$ cat config.mk
export PLATFORM = sky130hd
export DESIGN_NAME = ram_loader
export DESIGN_NICKNAME = d
export VERILOG_FILES = /design/src/rtl/ram_loader_pkg.sv /design/src/rtl/ram_loader_word_assembler.sv /design/src/rtl/ram_loader.sv
export SDC_FILE = /design/constraint.sdc
export NUM_CORES = 1
export LEC_CHECK = 0
export ABC_AREA = 1
export ABC_CLOCK_PERIOD_IN_PS = 2900
export CELL_PAD_IN_SITES_DETAIL_PLACEMENT = 1
export CELL_PAD_IN_SITES_GLOBAL_PLACEMENT = 1
export CORE_MARGIN = 5
export CORE_UTILIZATION = 45
export CTS_CLUSTER_DIAMETER = 50
export DETAILED_ROUTE_END_ITERATION = 12
export DONT_BUFFER_PORTS = 1
export PLACE_DENSITY_LB_ADDON = 0.1
export SYNTH_ARGS = -nofsm -noshare
export SYNTH_HDL_FRONTEND = slang
export SYNTH_HIERARCHICAL = 1
export SYNTH_SLANG_ARGS = --single-unit
$ cat constraint.sdc
create_clock -name i_clk -period 2.9 [get_ports i_clk]
set_input_delay 0.435 -clock i_clk [delete_from_list [all_inputs] [get_ports i_clk]]
set_output_delay 0.435 -clock i_clk [all_outputs]
set_load 0.1 [all_outputs]
$ cat src/rtl/ram_loader_pkg.sv
// Shared constants and state encoding for the boot-time RAM loader.
package ram_loader_pkg;

    // Checksum width; all sums wrap modulo 2^SUM_W.
    localparam int SUM_W = 16;

    // Default frame start marker.
    localparam logic [7:0] DEF_SYNC_BYTE = 8'h55;

    typedef enum logic [3:0] {
        ST_IDLE,
        ST_LEN_H,
        ST_LEN_L,
        ST_DATA_H,
        ST_DATA_L,
        ST_SUM_H,
        ST_SUM_L,
        ST_VERIFY,
        ST_FINISH
    } state_e;

endpackage

$ cat src/rtl/ram_loader_word_assembler.sv
// Pairs a high-byte strobe and a following low-byte strobe into one 16-bit
// word, presented with a single-cycle valid the cycle after the low byte.
module word_assembler (
    input  logic        i_clk,
    input  logic        i_reset,
    input  logic        i_hi_stb,
    input  logic        i_lo_stb,
    input  logic [7:0]  i_byte,
    output logic        o_word_valid,
    output logic [15:0] o_word
);

    logic [7:0]  hi_q;
    logic [15:0] word_q;
    logic        vld_q;

    // Latch the high byte, then form the word and flag it for one cycle.
    always_ff @(posedge i_clk) begin
        if (i_reset) begin
            hi_q   <= '0;
            word_q <= '0;
            vld_q  <= 1'b0;
        end else begin
            vld_q <= i_lo_stb;
            if (i_hi_stb) hi_q <= i_byte;
            if (i_lo_stb) word_q <= {hi_q, i_byte};
        end
    end

    assign o_word_valid = vld_q;
    assign o_word       = word_q;

endmodule

$ cat src/rtl/ram_loader.sv
// Boot loader: parses SYNC/LEN/DATA/SUM frames, writes words into RAM,
// then reads them all back and checks the readback sum before signalling.
module ram_loader
    import ram_loader_pkg::*;
#(
    parameter int         ADDR_WIDTH = 8,
    parameter logic [7:0] SYNC_BYTE  = DEF_SYNC_BYTE
) (
    input  logic                  i_clk,
    input  logic                  i_reset,
    input  logic                  i_byte_valid,
    input  logic [7:0]            i_byte,
    output logic                  o_ram_load,
    output logic [ADDR_WIDTH-1:0] o_ram_addr,
    output logic [15:0]           o_ram_data,
    input  logic [15:0]           i_ram_data,
    output logic                  o_busy,
    output logic                  o_done,
    output logic                  o_error
);

    // Word counter is one bit wider than the address so a full-depth load fits.
    localparam int CW = ADDR_WIDTH + 1;

    state_e                state_q, state_d;
    logic [7:0]            len_hi_q, len_hi_d;
    logic [CW-1:0]         len_q, len_d;
    logic [CW-1:0]         cnt_q, cnt_d;
    logic [CW-1:0]         vcnt_q, vcnt_d;
    logic [ADDR_WIDTH-1:0] addr_q, addr_d;
    logic [7:0]            sum_hi_q, sum_hi_d;
    logic [SUM_W-1:0]      rx_sum_q, rx_sum_d;
    logic [SUM_W-1:0]      rcv_sum_q, rcv_sum_d;
    logic [SUM_W-1:0]      rb_sum_q, rb_sum_d;
    logic                  err_q, err_d;

    logic                  hi_stb, lo_stb;
    logic                  word_valid;
    logic [15:0]           word;
    logic                  done;
    logic                  fin_fail;
    logic [15:0]           n;

    word_assembler u_asm (
        .i_clk        (i_clk),
        .i_reset      (i_reset),
        .i_hi_stb     (hi_stb),
        .i_lo_stb     (lo_stb),
        .i_byte       (i_byte),
        .o_word_valid (word_valid),
        .o_word       (word)
    );

    // State register.
    always_ff @(posedge i_clk) begin
        if (i_reset) state_q <= ST_IDLE;
        else         state_q <= state_d;
    end

    // Datapath registers: lengths, counters, sums, address and sticky error.
    always_ff @(posedge i_clk) begin
        if (i_reset) begin
            len_hi_q  <= '0;
            len_q     <= '0;
            cnt_q     <= '0;
            vcnt_q    <= '0;
            addr_q    <= '0;
            sum_hi_q  <= '0;
            rx_sum_q  <= '0;
            rcv_sum_q <= '0;
            rb_sum_q  <= '0;
            err_q     <= 1'b0;
        end else begin
            len_hi_q  <= len_hi_d;
            len_q     <= len_d;
            cnt_q     <= cnt_d;
            vcnt_q    <= vcnt_d;
            addr_q    <= addr_d;
            sum_hi_q  <= sum_hi_d;
            rx_sum_q  <= rx_sum_d;
            rcv_sum_q <= rcv_sum_d;
            rb_sum_q  <= rb_sum_d;
            err_q     <= err_d;
        end
    end

    // Frame parser, verify sequencer and next-state logic.
    always_comb begin
        state_d   = state_q;
        len_hi_d  = len_hi_q;
        len_d     = len_q;
        cnt_d     = cnt_q;
        vcnt_d    = vcnt_q;
        addr_d    = addr_q;
        sum_hi_d  = sum_hi_q;
        rcv_sum_d = rcv_sum_q;
        rb_sum_d  = rb_sum_q;
        err_d     = err_q;
        hi_stb    = 1'b0;
        lo_stb    = 1'b0;
        done      = 1'b0;
        fin_fail  = 1'b0;
        n         = {len_hi_q, i_byte};
        // The receive sum follows the assembled words; the last word lands
        // in SUM_H, ahead of the earliest possible SUM_L compare.
        rx_sum_d  = word_valid ? rx_sum_q + word : rx_sum_q;

        unique case (state_q)
            ST_IDLE: begin
                if (i_byte_valid && i_byte == SYNC_BYTE) begin
                    state_d  = ST_LEN_H;
                    err_d    = 1'b0;
                    rx_sum_d = '0;
                    rb_sum_d = '0;
                    cnt_d    = '0;
                end
            end
            ST_LEN_H: begin
                if (i_byte_valid) begin
                    len_hi_d = i_byte;
                    state_d  = ST_LEN_L;
                end
            end
            ST_LEN_L: begin
                if (i_byte_valid) begin
                    if (n == 16'd0 || 17'(n) > (17'd1 << ADDR_WIDTH)) begin
                        err_d   = 1'b1;
                        state_d = ST_IDLE;
                    end else begin
                        len_d   = n[CW-1:0];
                        cnt_d   = '0;
                        addr_d  = '0;
                        state_d = ST_DATA_H;
                    end
                end
            end
            ST_DATA_H: begin
                hi_stb = i_byte_valid;
                if (i_byte_valid) state_d = ST_DATA_L;
            end
            ST_DATA_L: begin
                lo_stb = i_byte_valid;
                if (i_byte_valid) begin
                    // Address registers alongside the assembled word so both
                    // appear together on the write cycle.
                    addr_d  = cnt_q[ADDR_WIDTH-1:0];
                    cnt_d   = cnt_q + CW'(1);
                    state_d = (cnt_q + CW'(1) == len_q) ? ST_SUM_H : ST_DATA_H;
                end
            end
            ST_SUM_H: begin
                if (i_byte_valid) begin
                    sum_hi_d = i_byte;
                    state_d  = ST_SUM_L;
                end
            end
            ST_SUM_L: begin
                if (i_byte_valid) begin
                    if ({sum_hi_q, i_byte} != rx_sum_q) begin
                        err_d   = 1'b1;
                        state_d = ST_IDLE;
                    end else begin
                        rcv_sum_d = {sum_hi_q, i_byte};
                        addr_d    = '0;
                        vcnt_d    = '0;
                        rb_sum_d  = '0;
                        state_d   = ST_VERIFY;
                    end
                end
            end
            ST_VERIFY: begin
                // Cycle v presents address v (v < N) and accumulates the
                // word read in cycle v-1 (v >= 1); cycle N is compare-only.
                vcnt_d = vcnt_q + CW'(1);
                if (vcnt_q != '0) rb_sum_d = rb_sum_q + i_ram_data;
                if (vcnt_q + CW'(1) < len_q) addr_d = addr_q + ADDR_WIDTH'(1);
                if (vcnt_q == len_q) state_d = ST_FINISH;
            end
            ST_FINISH: begin
                if (rb_sum_q == rcv_sum_q) begin
                    done = 1'b1;
                end else begin
                    fin_fail = 1'b1;
                    err_d    = 1'b1;
                end
                state_d = ST_IDLE;
            end
            default: state_d = ST_IDLE;
        endcase
    end

    assign o_ram_load = word_valid;
    assign o_ram_data = word;
    assign o_ram_addr = addr_q;
    assign o_busy     = (state_q != ST_IDLE) && (state_q != ST_FINISH);
    assign o_done     = done;
    assign o_error    = err_q | fin_fail;

endmodule

==> results.tsv <==
metric	value	unit
run_status	complete, no violations	
hp-class	input port to flop	
clkSlewWorstSetupHoldPaths	0.06	ns
grt_first_pass_wirelength	40.01	mm
period_minus_slack	2.787	ns
io_pins	55	
io_buffer_count	0	
min_to	u_asm/o_word_valid$_SDFF_PP0_	
routed-via-count	7824	
clock_tree_from_tritoncts	yes	
critical_path_required	3.25	ns
holdPathStages	1	
detailed_place_hpwl	18.43	mm
synth.lib_cells_used.distinct	44	
setup.worst_path.class	flop to flop	
cell_internal_pwr	3.102	mW
fp.dieH	143.4	um
gr-usage-all-layers	24.32	%
ctsLongestPathBuffers	2	
setup.worst_path.end_class	flop	
timing.slew.headroom	53.37	%
fmaxAchievable	0.3588	GHz
r2r_setup_slack	0.11	ns
largest_net_degree_at_the_start_of_global_routing	34	
postSynthCellCount	1196	
cts.sinks	129	
syn_to_final_growth	12.97	%
worst_slack	0.1131	ns
sequentialPowerShare	42.9	%
min_from	i_reset	
cpLargestDelayFamily	simple AND/OR/NAND/NOR gates	
via_per_inst	5.366	
worst-path-buf-inv	3	
ir_drop	0.4069	mV
routabilityCongestion	0.8701	
switchingPower	1.173	mW
post_drt_antenna_nets	0	
dominantRegCellSynth	dfxtp_1	
cts-htree-levels	4	
ys.warnings.count	6	
finalCoreUtilization	52.11	%
remaining_drc_errors	0	
layout.nets	1292	
netlist_area	8006	um^2
cts_root_buffer	clkbuf_16	
initial_core_util	46.13	%
clock_insertion_delay_worst_skew	0.43	ns
number_of_enable_type_register_cells_in_the_synthesized_netlist	0	
pwr_density_cell	472.7	nW/um^2
critical_path_arrival	3.14	ns
preCtsSetupSlack	-0.02887	ns
p_clk_share	48.1	%
dpl_cell_area	8363	um^2
drt_first_iter_violations	368	
timing.critical_path.from_type	flop	
diodes	0	
critical_path.reg2reg.endpoint	o_ram_addr[6]$_SDFFE_PP0P_	
cell_chain_critical_path	inv_1 > nor3_2 > nand3_1 > nor3_2 > xor2_1 > inv_1 > ha_1 > nand2_2 > nor2_2 > nand3b_1 > o2111ai_2 > nand2_2 > nand3_4 > buf_6 > a21oi_1	
swShare	27.45	%
final_hold_viol_count	0	
worst_slew_pin_slew	0.6995	ns
cts-buffers-inserted	17	
yosys_register_bits	129	
worst_r2r_startpoint	vcnt_q[0]$_SDFFE_PP0P_	
ff2ff_path_depth	15	
final-setup-viol-count	0	
std_cell_rows	48	
finalMaxSlewViolations	0	
leading_cell_type_in_the_layout_fill_and_taps_excluded	nand2_1	
layout.cells.most_common_list	nand2_1, nor2_1, inv_1	
gr-total-overflow	0	
die_area	20560	um^2
synth_sequential_area_ratio	32.26	%
slowest_delay	0.35	ns
comb_power_share	9.0	%
die_width	143.4	um
period_share	96.10	%
final_area	9045	um^2
coreArea	17360	um^2
synth-async-reset-ratio	0	%
antenna_violations_before_repair	0	
setup-tns-final	0	ns
detail_route.first_pass.iterations	5	
clock_skew	0.01169	ns
routed_wirelength	24.87	mm
first_global_vias	7904	
worstPathMaxFanout	8	
avgSynthCellArea	6.694	um^2
avgRoutedWirePerCell	17.06	um
share_of_final_layout_standard_cells_stronger_than_drive_strength_1	10.46	%
drv.max_cap_violation_count	0	
critical_path.slowest_cell	dfxtp_2	
static-leakage-power	4.003	nW
syn_nets	1268	
-- power by group through the flow --
stage / Combinational, mW / Clock, mW / Sequential (mW)
global route: 0.428 / 2.17 / 1.84
CTS: 0.381 / 2.09 / 1.83
finish: 0.384 / 2.06 / 1.83
detailed placement: 0.375 / 0 / 1.87
global placement: 0.367 / 0 / 1.87
floorplan: 0.301 / 0 / 1.87
-- worst register-to-register path, stage by stage, from the launching register on --
cell,delay (ns)
dfxtp_2,0.35
inv_1,0.09
nor3_2,0.27
nand3_1,0.17
nor3_2,0.16
xor2_1,0.17
inv_1,0.07
ha_1,0.28
nand2_2,0.10
nor2_2,0.06
nand3b_1,0.12
o2111ai_2,0.15
nand2_2,0.18
nand3_4,0.18
buf_6,0.22
a21oi_1,0.14
-- metal layers --
metal	vias up	part of all wire, %	track usage, %
li1	3926	-	-
met1	3741	48	32.32
met2	127	47	41.03
met3	30	4.1	4.293
met4	0	1.3	6.194
met5	-	0	0
-- kinds of logic after synthesis --
group           synth area share [%]
fa+ha+maj                      7.220
buf+inv                        9.720
xor+xnor                       6.126
flops                          32.26
compound gates                 15.49
simple gates                   29.19
-- worst max-delay path by stage --
stage                                 end               startpoint  cells past startpoint  slack, ns
5_1_grt        o_ram_addr[5]$_SDFFE_PP0P_   vcnt_q[0]$_SDFFE_PP0P_                     15      -0.06
6_report       o_ram_addr[6]$_SDFFE_PP0P_   vcnt_q[0]$_SDFFE_PP0P_                     15       0.11
2_1_floorplan                      o_done  state_q[0]$_SDFFE_PP0P_                      5       0.34
4_1_cts        o_ram_addr[0]$_SDFFE_PP0P_   vcnt_q[2]$_SDFFE_PP0P_                     15       0.04
3_5_place_dp   o_ram_addr[2]$_SDFFE_PP0P_   vcnt_q[0]$_SDFFE_PP0P_                     15      -0.03
3_3_place_gp   o_ram_addr[1]$_SDFFE_PP0P_   vcnt_q[0]$_SDFFE_PP0P_                     15       0.15
-- metrics by stage --
step / total power, mW / hold slack, ns / std cells
after floorplan: 2.167 / 0.4353 / 1196
final: 4.275 / 0.06884 / 1458
after global placement: 2.239 / 0.4442 / 1420
after detailed placement: 2.248 / 0.4506 / 1420
after CTS: 4.308 / 0.05138 / 1452
after global routing: 4.438 / 0.05089 / 1458
-- cell usage after synthesis (2+ instances only) --
cell | instances | area share [%]
nor3_1 | 10 | 0.63
nand3b_1 | 3 | 0.28
o21a_1 | 3 | 0.28
a21oi_1 | 116 | 7.3
inv_1 | 130 | 6.1
o211ai_1 | 3 | 0.28
clkbuf_1 | 15 | 0.70
o21ai_1 | 8 | 0.50
nand3_2 | 4 | 0.50
buf_2 | 10 | 0.63
o21ai_0 | 80 | 5.0
a21o_1 | 4 | 0.38
ha_1 | 43 | 6.7
nand2_2 | 6 | 0.47
xor2_1 | 27 | 3.0
buf_4 | 3 | 0.28
nor2_4 | 3 | 0.42
nor2_2 | 6 | 0.47
nand2_1 | 246 | 12
xnor2_1 | 29 | 3.2
buf_6 | 9 | 1.3
nor2_1 | 176 | 8.3
dfxtp_1 | 129 | 32
o22ai_1 | 7 | 0.55
nor3b_1 | 2 | 0.19
nand4_1 | 17 | 1.3
o21bai_1 | 4 | 0.38
fa_1 | 2 | 0.50
a31oi_1 | 3 | 0.23
inv_2 | 14 | 0.66
nand3_1 | 67 | 4.2
or2_2 | 4 | 0.31
nor4_1 | 2 | 0.16
-- what timing repair did --
item | 4_1_cts | 5_1_grt
gates resized for setup | 1 | 22
hold buffers | 0 | 0
endpoints found under the hold margin | 0 | 0
setup buffers | 0 | 5
gates cloned | 0 | 1
pin swaps | 0 | 2
setup endpoints to repair | 8 | 8
-- cell type report --
| cell class | instances | area, um^2 |
|---|---|---|
| fill | 2316 | 8312 |
| multi-input combinational | 885 | 4717 |
| sequential | 129 | 2590 |
| inverter | 145 | 544.3 |
| clock buffer | 17 | 425.4 |
| timing repair buffer | 42 | 351.6 |
| tap | 225 | 281.5 |
| clock inverter | 15 | 135.1 |
-- registers in the layout, indices dropped and copies added, names as in the netlist --
| register | flops |
|---|---|
| rx_sum_q | 16 |
| u_asm/o_word_valid | 1 |
| err_q | 1 |
| u_asm/hi_q | 8 |
| vcnt_q | 9 |
| rb_sum_q | 16 |
| rcv_sum_q | 16 |
| o_ram_addr | 8 |
| cnt_q | 9 |
| len_hi_q | 8 |
| sum_hi_q | 8 |
| state_q | 4 |
| u_asm/o_word | 16 |
| len_q | 9 |
Power figures use the tool's default switching activity.
